`src/rtl/flow_dispatcher.sv`:
```
// Packet dispatcher: forwards whole packets from one input stream to NUM_OUT core
// outputs, round-robin over an enable mask, with req/ack handshake and ack timeout.

module flow_dispatcher_lane #(
   parameter int DW = 64,
   parameter int CW = 8,
   parameter int RW = 24
) (
   input  logic          clk,
   input  logic          reset,
   input  logic          own_i,
   input  logic          latch_i,
   input  logic          wr_i,
   input  logic          entry_i,
   input  logic          clr_i,
   input  logic          hit_i,
   input  logic          hit_val_i,
   input  logic [DW-1:0] data_i,
   input  logic [CW-1:0] ctrl_i,
   input  logic [RW-1:0] route_i,
   input  logic          bypass_i,
   output logic [DW-1:0] data_o,
   output logic [CW-1:0] ctrl_o,
   output logic          wr_o,
   output logic          req_o,
   output logic [RW-1:0] route_o,
   output logic          bypass_o,
   output logic          proto_o
);
   logic [DW-1:0] data_q;
   logic [CW-1:0] ctrl_q;
   logic [RW-1:0] route_q;
   logic          wr_q, req_q, bypass_q, proto_q;

   always_ff @(posedge clk or negedge reset) begin
      if (!reset) begin
         data_q   <= '0;
         ctrl_q   <= '0;
         route_q  <= '0;
         wr_q     <= 1'b0;
         req_q    <= 1'b0;
         bypass_q <= 1'b0;
         proto_q  <= 1'b0;
      end else begin
         wr_q <= own_i & wr_i;
         if (own_i & wr_i) begin
            data_q <= data_i;
            ctrl_q <= ctrl_i;
         end
         // Route/bypass are captured only when this lane wins selection.
         if (latch_i) begin
            route_q  <= route_i;
            bypass_q <= bypass_i;
         end
         if (latch_i)            req_q <= 1'b1;
         else if (own_i & clr_i) req_q <= 1'b0;
         if (own_i & entry_i)    proto_q <= 1'b0;
         else if (own_i & hit_i) proto_q <= hit_val_i;
      end
   end

   assign data_o   = data_q;
   assign ctrl_o   = ctrl_q;
   assign wr_o     = wr_q;
   assign req_o    = req_q;
   assign route_o  = route_q;
   assign bypass_o = bypass_q;
   assign proto_o  = proto_q;
endmodule

module flow_dispatcher #(
   parameter int         NUM_OUT     = 4,
   parameter int         DATA_WIDTH  = 64,
   parameter int         CTRL_WIDTH  = 8,
   parameter int         ROUTE_WIDTH = 24,
   parameter int         PROTO_WORD  = 3,
   parameter int         PROTO_LSB   = 0,
   parameter logic [7:0] PROTO_VALUE = 8'h11,
   parameter int         ACK_TIMEOUT = 255
) (
   input  logic                           clk,
   input  logic                           reset,
   input  logic [DATA_WIDTH-1:0]          in_data,
   input  logic [CTRL_WIDTH-1:0]          in_ctrl,
   input  logic                           in_wr,
   output logic                           in_rdy,
   input  logic [NUM_OUT-1:0]             core_enable,
   input  logic [ROUTE_WIDTH-1:0]         route_value,
   input  logic                           bypass_en,
   output logic [NUM_OUT*DATA_WIDTH-1:0]  out_data,
   output logic [NUM_OUT*CTRL_WIDTH-1:0]  out_ctrl,
   output logic [NUM_OUT-1:0]             out_wr,
   output logic [NUM_OUT-1:0]             out_req,
   input  logic [NUM_OUT-1:0]             out_ack,
   output logic [NUM_OUT*ROUTE_WIDTH-1:0] out_pkt_route,
   output logic [NUM_OUT-1:0]             out_bypass,
   output logic [NUM_OUT-1:0]             out_protocol,
   output logic                           timeout_err,
   output logic [$clog2(NUM_OUT)-1:0]     cur_output
);
   localparam int SELW = $clog2(NUM_OUT);
   localparam int TW   = (ACK_TIMEOUT > 1) ? $clog2(ACK_TIMEOUT + 1) : 1;
   localparam int WCW  = $clog2(PROTO_WORD + 2);

   typedef enum logic [2:0] {
      S_IDLE, S_SELECT, S_REQ, S_WAIT_ACK, S_TX, S_RELEASE, S_WAIT_DEACK
   } state_t;

   state_t          state_q, state_d;
   logic [SELW-1:0] sel_q, sel_d, ptr_q, ptr_d, pick;
   logic [TW-1:0]   tcnt_q, tcnt_d;
   logic [WCW-1:0]  wcnt_q, wcnt_d;
   logic            seen_q, seen_d, terr_q, terr_d;
   logic            any_en, latch, tx_entry, tx_wr, req_clr, proto_hit, proto_val;

   logic [NUM_OUT-1:0][DATA_WIDTH-1:0]  lane_data;
   logic [NUM_OUT-1:0][CTRL_WIDTH-1:0]  lane_ctrl;
   logic [NUM_OUT-1:0][ROUTE_WIDTH-1:0] lane_route;

   // First enabled index strictly after ptr_q; descending scan so the nearest wins.
   always_comb begin
      pick   = '0;
      any_en = 1'b0;
      for (int k = NUM_OUT; k >= 1; k--) begin
         if (core_enable[(int'(ptr_q) + k) % NUM_OUT]) begin
            pick   = SELW'((int'(ptr_q) + k) % NUM_OUT);
            any_en = 1'b1;
         end
      end
   end

   assign tx_wr     = (state_q == S_TX) && in_wr;
   assign proto_hit = tx_wr && (wcnt_q == WCW'(PROTO_WORD));
   assign proto_val = (in_data[PROTO_LSB +: 8] == PROTO_VALUE);

   always_comb begin
      state_d  = state_q;
      sel_d    = sel_q;
      ptr_d    = ptr_q;
      tcnt_d   = tcnt_q;
      wcnt_d   = wcnt_q;
      seen_d   = seen_q;
      terr_d   = 1'b0;
      latch    = 1'b0;
      tx_entry = 1'b0;
      req_clr  = 1'b0;
      case (state_q)
         S_IDLE: state_d = S_SELECT;
         S_SELECT: begin
            if (any_en) begin
               sel_d   = pick;
               latch   = 1'b1;
               state_d = S_REQ;
            end
         end
         S_REQ: begin
            tcnt_d  = '0;
            state_d = S_WAIT_ACK;
         end
         S_WAIT_ACK: begin
            if (out_ack[sel_q]) begin
               tx_entry = 1'b1;
               wcnt_d   = '0;
               seen_d   = 1'b0;
               state_d  = S_TX;
            end else if (tcnt_q == TW'(ACK_TIMEOUT - 1)) begin
               req_clr = 1'b1;
               terr_d  = 1'b1;
               ptr_d   = sel_q;
               state_d = S_SELECT;
            end else begin
               tcnt_d = tcnt_q + 1'b1;
            end
         end
         S_TX: begin
            if (in_wr) begin
               if (wcnt_q != WCW'(PROTO_WORD + 1)) wcnt_d = wcnt_q + 1'b1;
               // A nonzero ctrl only ends the packet once a payload word was seen.
               if (in_ctrl == '0) seen_d = 1'b1;
               else if (seen_q)   state_d = S_RELEASE;
            end
         end
         S_RELEASE: begin
            req_clr = 1'b1;
            ptr_d   = sel_q;
            state_d = S_WAIT_DEACK;
         end
         S_WAIT_DEACK: if (!out_ack[sel_q]) state_d = S_IDLE;
         default: state_d = S_IDLE;
      endcase
   end

   always_ff @(posedge clk or negedge reset) begin
      if (!reset) begin
         state_q <= S_IDLE;
         sel_q   <= '0;
         ptr_q   <= SELW'(NUM_OUT - 1);
         tcnt_q  <= '0;
         wcnt_q  <= '0;
         seen_q  <= 1'b0;
         terr_q  <= 1'b0;
      end else begin
         state_q <= state_d;
         sel_q   <= sel_d;
         ptr_q   <= ptr_d;
         tcnt_q  <= tcnt_d;
         wcnt_q  <= wcnt_d;
         seen_q  <= seen_d;
         terr_q  <= terr_d;
      end
   end

   for (genvar i = 0; i < NUM_OUT; i++) begin : g_lane
      flow_dispatcher_lane #(.DW(DATA_WIDTH), .CW(CTRL_WIDTH), .RW(ROUTE_WIDTH)) u_lane (
         .clk      (clk),
         .reset    (reset),
         .own_i    (sel_q == SELW'(i)),
         .latch_i  (latch && (pick == SELW'(i))),
         .wr_i     (tx_wr),
         .entry_i  (tx_entry),
         .clr_i    (req_clr),
         .hit_i    (proto_hit),
         .hit_val_i(proto_val),
         .data_i   (in_data),
         .ctrl_i   (in_ctrl),
         .route_i  (route_value),
         .bypass_i (bypass_en),
         .data_o   (lane_data[i]),
         .ctrl_o   (lane_ctrl[i]),
         .wr_o     (out_wr[i]),
         .req_o    (out_req[i]),
         .route_o  (lane_route[i]),
         .bypass_o (out_bypass[i]),
         .proto_o  (out_protocol[i])
      );
   end

   assign out_data      = lane_data;
   assign out_ctrl      = lane_ctrl;
   assign out_pkt_route = lane_route;
   assign in_rdy        = (state_q == S_TX);
   assign timeout_err   = terr_q;
   assign cur_output    = sel_q;
endmodule

```
`config.mk`:
```
export PLATFORM = sky130hd
export DESIGN_NAME = flow_dispatcher
export DESIGN_NICKNAME = d
export VERILOG_FILES = /design/src/rtl/flow_dispatcher.sv
export SDC_FILE = /design/constraint.sdc
export NUM_CORES = 1
export LEC_CHECK = 0
export ABC_AREA = 1
export CAP_MARGIN = 20
export CORE_AREA = 2 2 200 202
export DETAILED_ROUTE_END_ITERATION = 6
export DIE_AREA = 0 0 202 204
export GPL_ROUTABILITY_DRIVEN = 0
export PLACE_DENSITY_LB_ADDON = 0.1
export REMOVE_ABC_BUFFERS = 1
export SLEW_MARGIN = 20
export SYNTH_ARGS = -nofsm -noshare
export SYNTH_HDL_FRONTEND = slang
export SYNTH_SLANG_ARGS = --single-unit
```
`constraint.sdc`:
```
create_clock -name clk -period 2.25 [get_ports clk]
set_clock_uncertainty 0.05 [all_clocks]
set_input_delay 0.45 -clock clk [delete_from_list [all_inputs] [get_ports clk]]
set_output_delay 0.45 -clock clk [all_outputs]
set_load 0.1 [all_outputs]
```
==> summary.md, run 1 <==
| Metric | Value |
|---|---|
| Initial Util | `0.412` |
| CTS Buf Count | `44` |
| Critical path endpoint category | `output pin` |
| Hold Path Class | `in -> async` |
| H-tree depth | `2` |
| Reg2reg end | `g_lane[2].u_lane.route_o[7]` |
| Total grt overflow | `0` |
| Die height | `204 um` |
| Rel. slew slack | `0.701` |
| Yosys top cell area share | `0.648` |
| Number of distinct library cells after synthesis | `35` |
| Fin crit share | `0.916` |
| Largest area contributor in the netlist | `dfrtp_1` |
| Area Growth Syn to Fin | `40.9%` |
| CTS root buf | `clkbuf_16` |
| GRT Util Overall | `0.244` |
| Reg-to-reg slack, setup | `0.22 ns` |
| Via Count | `13400` |
| Max_cap viols | `0` |
| Via density | `4.83` |
| CP Cell Sequence | `inv_1 > nand2_1 > nor2_4 > buf_4 > buf_12` |
| RSZ-0062 raised after global routing | `no` |
| Pre-CTS setup slack | `-0.0665 ns` |
| Status | `finished, final reports clean` |
| Worst r2r path cells | `12` |
| DR DRC count | `0` |
| Fill cells | `3459` |
| Final setup margin | `0.189 ns` |
| Syn_area_per_cell | `9.53 um^2` |
| Synth area leaders | `dfrtp_1 65%, nand2_1 15%, o21ai_0 9.5%, inv_1 2.5%, nand3_1 1.2%` |
| Worst reg2reg path startpoint | `ptr_q[0]` |
| WL per Instance | `18.5 um` |
| Final core utilization | `0.581` |
| Register area share after synthesis | `0.651` |
| Final hold slack | `0.350 ns` |
| Clk Latency, worst-skew pair | `0.55 ns` |
| Worst-Margin Slew | `0.447 ns` |
| Critical Path Max Stage Delay | `0.39 ns` |
| Final min period | `2.06 ns` |
| Number of synthesized register bits | `420` |
| Row cnt | `73` |
| Initial DRC count | `723` |
| CP arrival | `1.56 ns` |
| CP required | `1.75 ns` |
| First-pass GRT wire length | `78.1 mm` |
| Initial antenna violation count | `3` |
| DP Area | `21200 um^2` |
| Die X | `202 um` |
| Most frequent cells in the layout | `633 x nand2_1, 430 x buf_4, 418 x dfrtp_1` |
| Core Region | `39200 um^2` |
| Vias in the first global route | `12900` |
| DRT Pass-1 Iters | `5` |
| Final Instance Area | `22700 um^2` |
| CTS tree | `done` |
| Routed Antenna Nets | `0` |
| Commonest non-fill, non-tap cell in the layout | `nand2_1` |
| Final wirelength | `51.3 mm` |
| Clock-pin slew on the worst setup and hold paths | `0.06 ns` |
| Clk buf depth | `3` |
| Dpl hpwl | `37.1 mm` |
| Maximum clock frequency | `485 MHz` |
| Cells after synthesis | `1694` |
| Final hold viol count | `0` |
| Worst Setup SP | `state_q[1]` |
| Final slew viol count | `0` |
| IO buf count | `511` |
| I/O Pins | `512` |
| CTS sink cnt | `420` |
| Startpoint Class | `flip-flop` |
| Die area | `41200 um^2` |
| Slowest-stage cell, CP | `dfrtp_1` |
| Netlist Area Pre-Place | `16100 um^2` |
| Final Setup Violations | `0` |
| Largest net degree at the start of global routing | `77` |
| Net count, final | `2323` |
| Crit path kind | `reg -> out` |
| Worst-path maximum fanout | `5` |
| Share of post-route cells with drive strength above 1 | `0.252` |
| Ys Warns | `0` |
cell usage after synthesis:
| cell type | n |
|---|---|
| nand3_1 | 40 |
| and2_4 | 1 |
| dfrtp_1 | 418 |
| nand2_2 | 9 |
| inv_6 | 1 |
| nand4_2 | 1 |
| inv_4 | 1 |
| nor2_1 | 29 |
| xor2_1 | 3 |
| buf_4 | 24 |
| nand3_2 | 1 |
| dfstp_2 | 2 |
| inv_1 | 106 |
| a21oi_4 | 1 |
| inv_2 | 4 |
| nor2_2 | 2 |
| nand3_4 | 2 |
| o21a_1 | 1 |
| ha_1 | 5 |
| clkbuf_1 | 37 |
| a21oi_1 | 7 |
| a211oi_1 | 1 |
| nor2_4 | 3 |
| o21ai_0 | 307 |
| clkinv_2 | 1 |
| o22ai_1 | 1 |
| nand2_1 | 634 |
| or2_2 | 1 |
| nor2_8 | 1 |
| buf_6 | 3 |
| buf_2 | 32 |
| nand4_1 | 6 |
| o21ai_1 | 2 |
| nand2_4 | 4 |
| nor3_1 | 3 |
state kept, by name, indices dropped and copies added, names as in the netlist:
name                    flops
g_lane.u_lane.data_o      256
g_lane.u_lane.route_o      96
g_lane.u_lane.ctrl_o       32
tcnt_q                      8
g_lane.u_lane.bypass_o      4
g_lane.u_lane.proto_o       4
g_lane.u_lane.req_o         4
g_lane.u_lane.wr_o          4
state_q                     3
wcnt_q                      3
cur_output                  2
ptr_q                       2
seen_q                      1
timeout_err                 1
worst max-delay path by stage:
stage                                               to  slack [ns]  cells after the start
after floorplan               g_lane[2].u_lane.proto_o       -1.44                      5
after global placement          g_lane[1].u_lane.req_o       -0.03                      9
after detailed placement   g_lane[2].u_lane.route_o[7]       -0.07                     12
after CTS                  g_lane[2].u_lane.route_o[7]        0.11                     12
after global routing      g_lane[2].u_lane.route_o[17]        0.02                     12
final                                           in_rdy        0.19                      5
worst max-delay path: cells and delay by family, from the launching register on:
| kind | cells | cell delay (ns) |
|---|---|---|
| simple gates | 2 | 0.19 |
| flops | 1 | 0.39 |
| buf+inv | 3 | 0.44 |
layer usage:
layer | GRT usage | vias to the layer above | wire length, um
met1 | 0.316 | 6439 | 21000
met4 | 0.0706 | 2 | 1270
met5 | 0 | - | 9
met2 | 0.397 | 462 | 24500
met3 | 0.0761 | 73 | 4490
li1 | - | 6397 | -
cell type report:
cell class,instances,area [um^2],area share
sequential,420,10500,0.462
timing repair buffer,566,4870,0.214
multi-input combinational,1065,4700,0.206
clock buffer,70,1400,0.0616
tap,525,657,0.0289
inverter,113,443,0.0195
clock inverter,9,159,0.00698
antenna,2,5.00,0.000220
what timing repair did:
item                       4_1_cts  5_1_grt
gates resized for setup          0        1
hold endpoints to repair        30        0
setup endpoints to repair        0       25
hold buffers                     1        0
buffers inserted                 0        2
metrics by stage:
stage / TNS [ns] / cells
6_report: 0 / 2770
4_1_cts: 0 / 2766
2_1_floorplan: -168.48 / 1598
3_3_place_gp: -0.267 / 2686
5_1_grt: 0 / 2770
3_5_place_dp: -2.20 / 2686
kinds of logic (layout without fill, tap and decap cells):
| family | count (synthesis) | after routing | share of synthesized area |
|---|---|---|---|
| other | 0 | 2 | 0 |
| adder cells (fa/ha/maj) | 5 | 5 | 0.00387 |
| AND/OR/NAND/NOR | 737 | 737 | 0.185 |
| XOR/XNOR | 3 | 3 | 0.00163 |
| flip-flops | 420 | 420 | 0.651 |
| buffers and inverters | 209 | 758 | 0.0586 |
| AO/OA/AOI/OAI | 320 | 320 | 0.100 |
Power of run 1 is left out: the tool's default activity adds up to more than one toggle a clock period on the data nets, which glitch-free logic cannot reach.
==> inputs of run 2 (changes only) <==
CELL_PAD_IN_SITES_DETAIL_PLACEMENT = 0   (was not set)
CELL_PAD_IN_SITES_GLOBAL_PLACEMENT = 1   (was not set)
CORE_AREA = not set   (was 2 2 200 202)
CORE_MARGIN = 2   (was not set)
CORE_UTILIZATION = 35   (was not set)
DIE_AREA = not set   (was 0 0 202 204)
==> summary.md, run 2 (synthesized netlist as in run 1, its figures left out) <==
| Metric | Value |
|---|---|
| Worst-Margin Slew | `0.515 ns (+0.0681 ns)` |
| Final slew viol count | `0 (unchanged)` |
| DRT Pass-1 Iters | `5 (unchanged)` |
| DR DRC count | `0 (unchanged)` |
| Final Instance Area | `22700 um^2 (about the same)` |
| Max reg flops | `256 (unchanged)` |
| Final Setup Violations | `0 (unchanged)` |
| CTS hold repair buffers | `1 (unchanged)` |
| Final core utilization | `0.500 (-0.0807)` |
| Dpl hpwl | `38.8 mm (+4.6%)` |
| Final wirelength | `53.9 mm (+5.2%)` |
| WL per Instance | `18.9 um (+2.4%)` |
| DP Area | `21200 um^2 (about the same)` |
| First-pass GRT wire length | `80.6 mm (+3.2%)` |
| Share of post-route cells with drive strength above 1 | `0.253 (+0.000446)` |
| Net count, final | `2321 (-0.086%)` |
| Most frequent cells in the layout | `633 x nand2_1, 431 x buf_4, 418 x dfrtp_1` |
| Status | `finished, final reports clean` |
| CP required | `1.75 ns (about the same)` |
| CTS sink cnt | `420 (unchanged)` |
| Setup Buffers After CTS | `0 (unchanged)` |
| GRT Util Overall | `0.221 (-0.0234)` |
| Routed Antenna Nets | `0 (unchanged)` |
| CP arrival | `1.59 ns (+0.03 ns)` |
| Row cnt | `78 (+6.8%)` |
| Max_cap viols | `0 (unchanged)` |
| Maximum clock frequency | `478 MHz (-1.6%)` |
| Clock-pin slew on the worst setup and hold paths | `0.06 ns (about the same)` |
| Initial antenna violation count | `3 (unchanged)` |
| Crit path kind | `reg -> out` |
| Finished Layout Cells | `2846 (+2.7%)` |
| CTS Buf Count | `46 (+4.5%)` |
| Commonest non-fill, non-tap cell in the layout | `nand2_1` |
| Rel. slew slack | `0.657 (-0.0443)` |
| Die area | `47900 um^2 (+16%)` |
| Post-CTS Resized | `0 (unchanged)` |
| Core Region | `45500 um^2 (+16%)` |
| CTS tree | `done` |
| Startpoint Class | `flip-flop` |
| Cells after DPL | `2759 (+2.7%)` |
| Fill cells | `4358 (+26%)` |
| Clk Latency, worst-skew pair | `0.57 ns (+0.02 ns)` |
| Pre-CTS setup slack | `-0.0406 ns (+0.0258 ns)` |
| Final hold viol count | `0 (unchanged)` |
| Die height | `219 um (+7.3%)` |
| IO buf count | `511 (unchanged)` |
| Largest net degree at the start of global routing | `107 (+39%)` |
| Initial DRC count | `1080 (+49%)` |
| Via density | `4.64 (-3.8%)` |
| Vias in the first global route | `12800 (-1.2%)` |
| H-tree depth | `2 (unchanged)` |
| Critical path endpoint category | `output pin` |
| Worst-path maximum fanout | `5 (unchanged)` |
| Die X | `219 um (+8.3%)` |
| Initial Util | `0.355 (-0.0570)` |
| I/O Pins | `512 (unchanged)` |
| Fin crit share | `0.931 (+0.0149)` |
| Hold Path Class | `in -> async` |
| Clk buf depth | `3 (unchanged)` |
| Total grt overflow | `0 (unchanged)` |
| Final min period | `2.09 ns (+0.0335 ns)` |
| Final setup margin | `0.156 ns (-0.0335 ns)` |
| CTS root buf | `clkbuf_16` |
| Area Growth Syn to Fin | `40.8% (about the same)` |
| RSZ-0062 raised after global routing | `no` |
| Via Count | `13200 (-1.2%)` |
[run 2: area by class of cell]
type	count	area, um^2	area share
clock inverter	22	244	0.0107
antenna	3	7.51	0.000330
sequential	420	10500	0.462
tap	600	751	0.0330
inverter	113	440	0.0194
timing repair buffer	562	4780	0.210
clock buffer	61	1300	0.0571
multi-input combinational	1065	4700	0.207
[run 2: worst max-delay path, cell delays in order, from the launching register on]
cell and delay [ns]:
dfrtp_1 0.39, inv_1 0.10, nand2_1 0.09, nor2_4 0.10, buf_4 0.17, buf_12 0.18
[run 2: metal layers]
| layer | track usage | share of wire | wire length, um | up-vias |
|---|---|---|---|---|
| li1 | - | - | - | 6391 |
| met1 | 0.288 | 0.42 | 22600 | 6357 |
| met2 | 0.352 | 0.47 | 25200 | 407 |
| met3 | 0.0808 | 0.095 | 5130 | 58 |
| met4 | 0.0505 | 0.018 | 946 | 2 |
| met5 | 0 | 0.00024 | 13 | - |
[run 2: through the flow]
stage          hold WS (ns)  TNS, ns
2_1_floorplan         0.104  -168.48
4_1_cts               0.333        0
5_1_grt               0.362        0
3_5_place_dp          0.332    -1.71
3_3_place_gp          0.334   -0.113
6_report              0.351        0
[run 2: final timing paths]
path,slack (ns),startpoint,to,cells after the start
min in group clk,0.42,g_lane[1].u_lane.route_o[5],g_lane[1].u_lane.route_o[5],2
setup / recovery,0.16,state_q[1],in_rdy,5
setup reg to reg,0.24,ptr_q[0],g_lane[2].u_lane.route_o[12],12
hold / removal,0.35,reset,g_lane[1].u_lane.data_o[61],2
max in group asynchronous,1.01,reset,g_lane[2].u_lane.data_o[11],3
hold reg to reg,0.42,g_lane[1].u_lane.route_o[5],g_lane[1].u_lane.route_o[5],2
Power of run 2 is left out for the same reason.
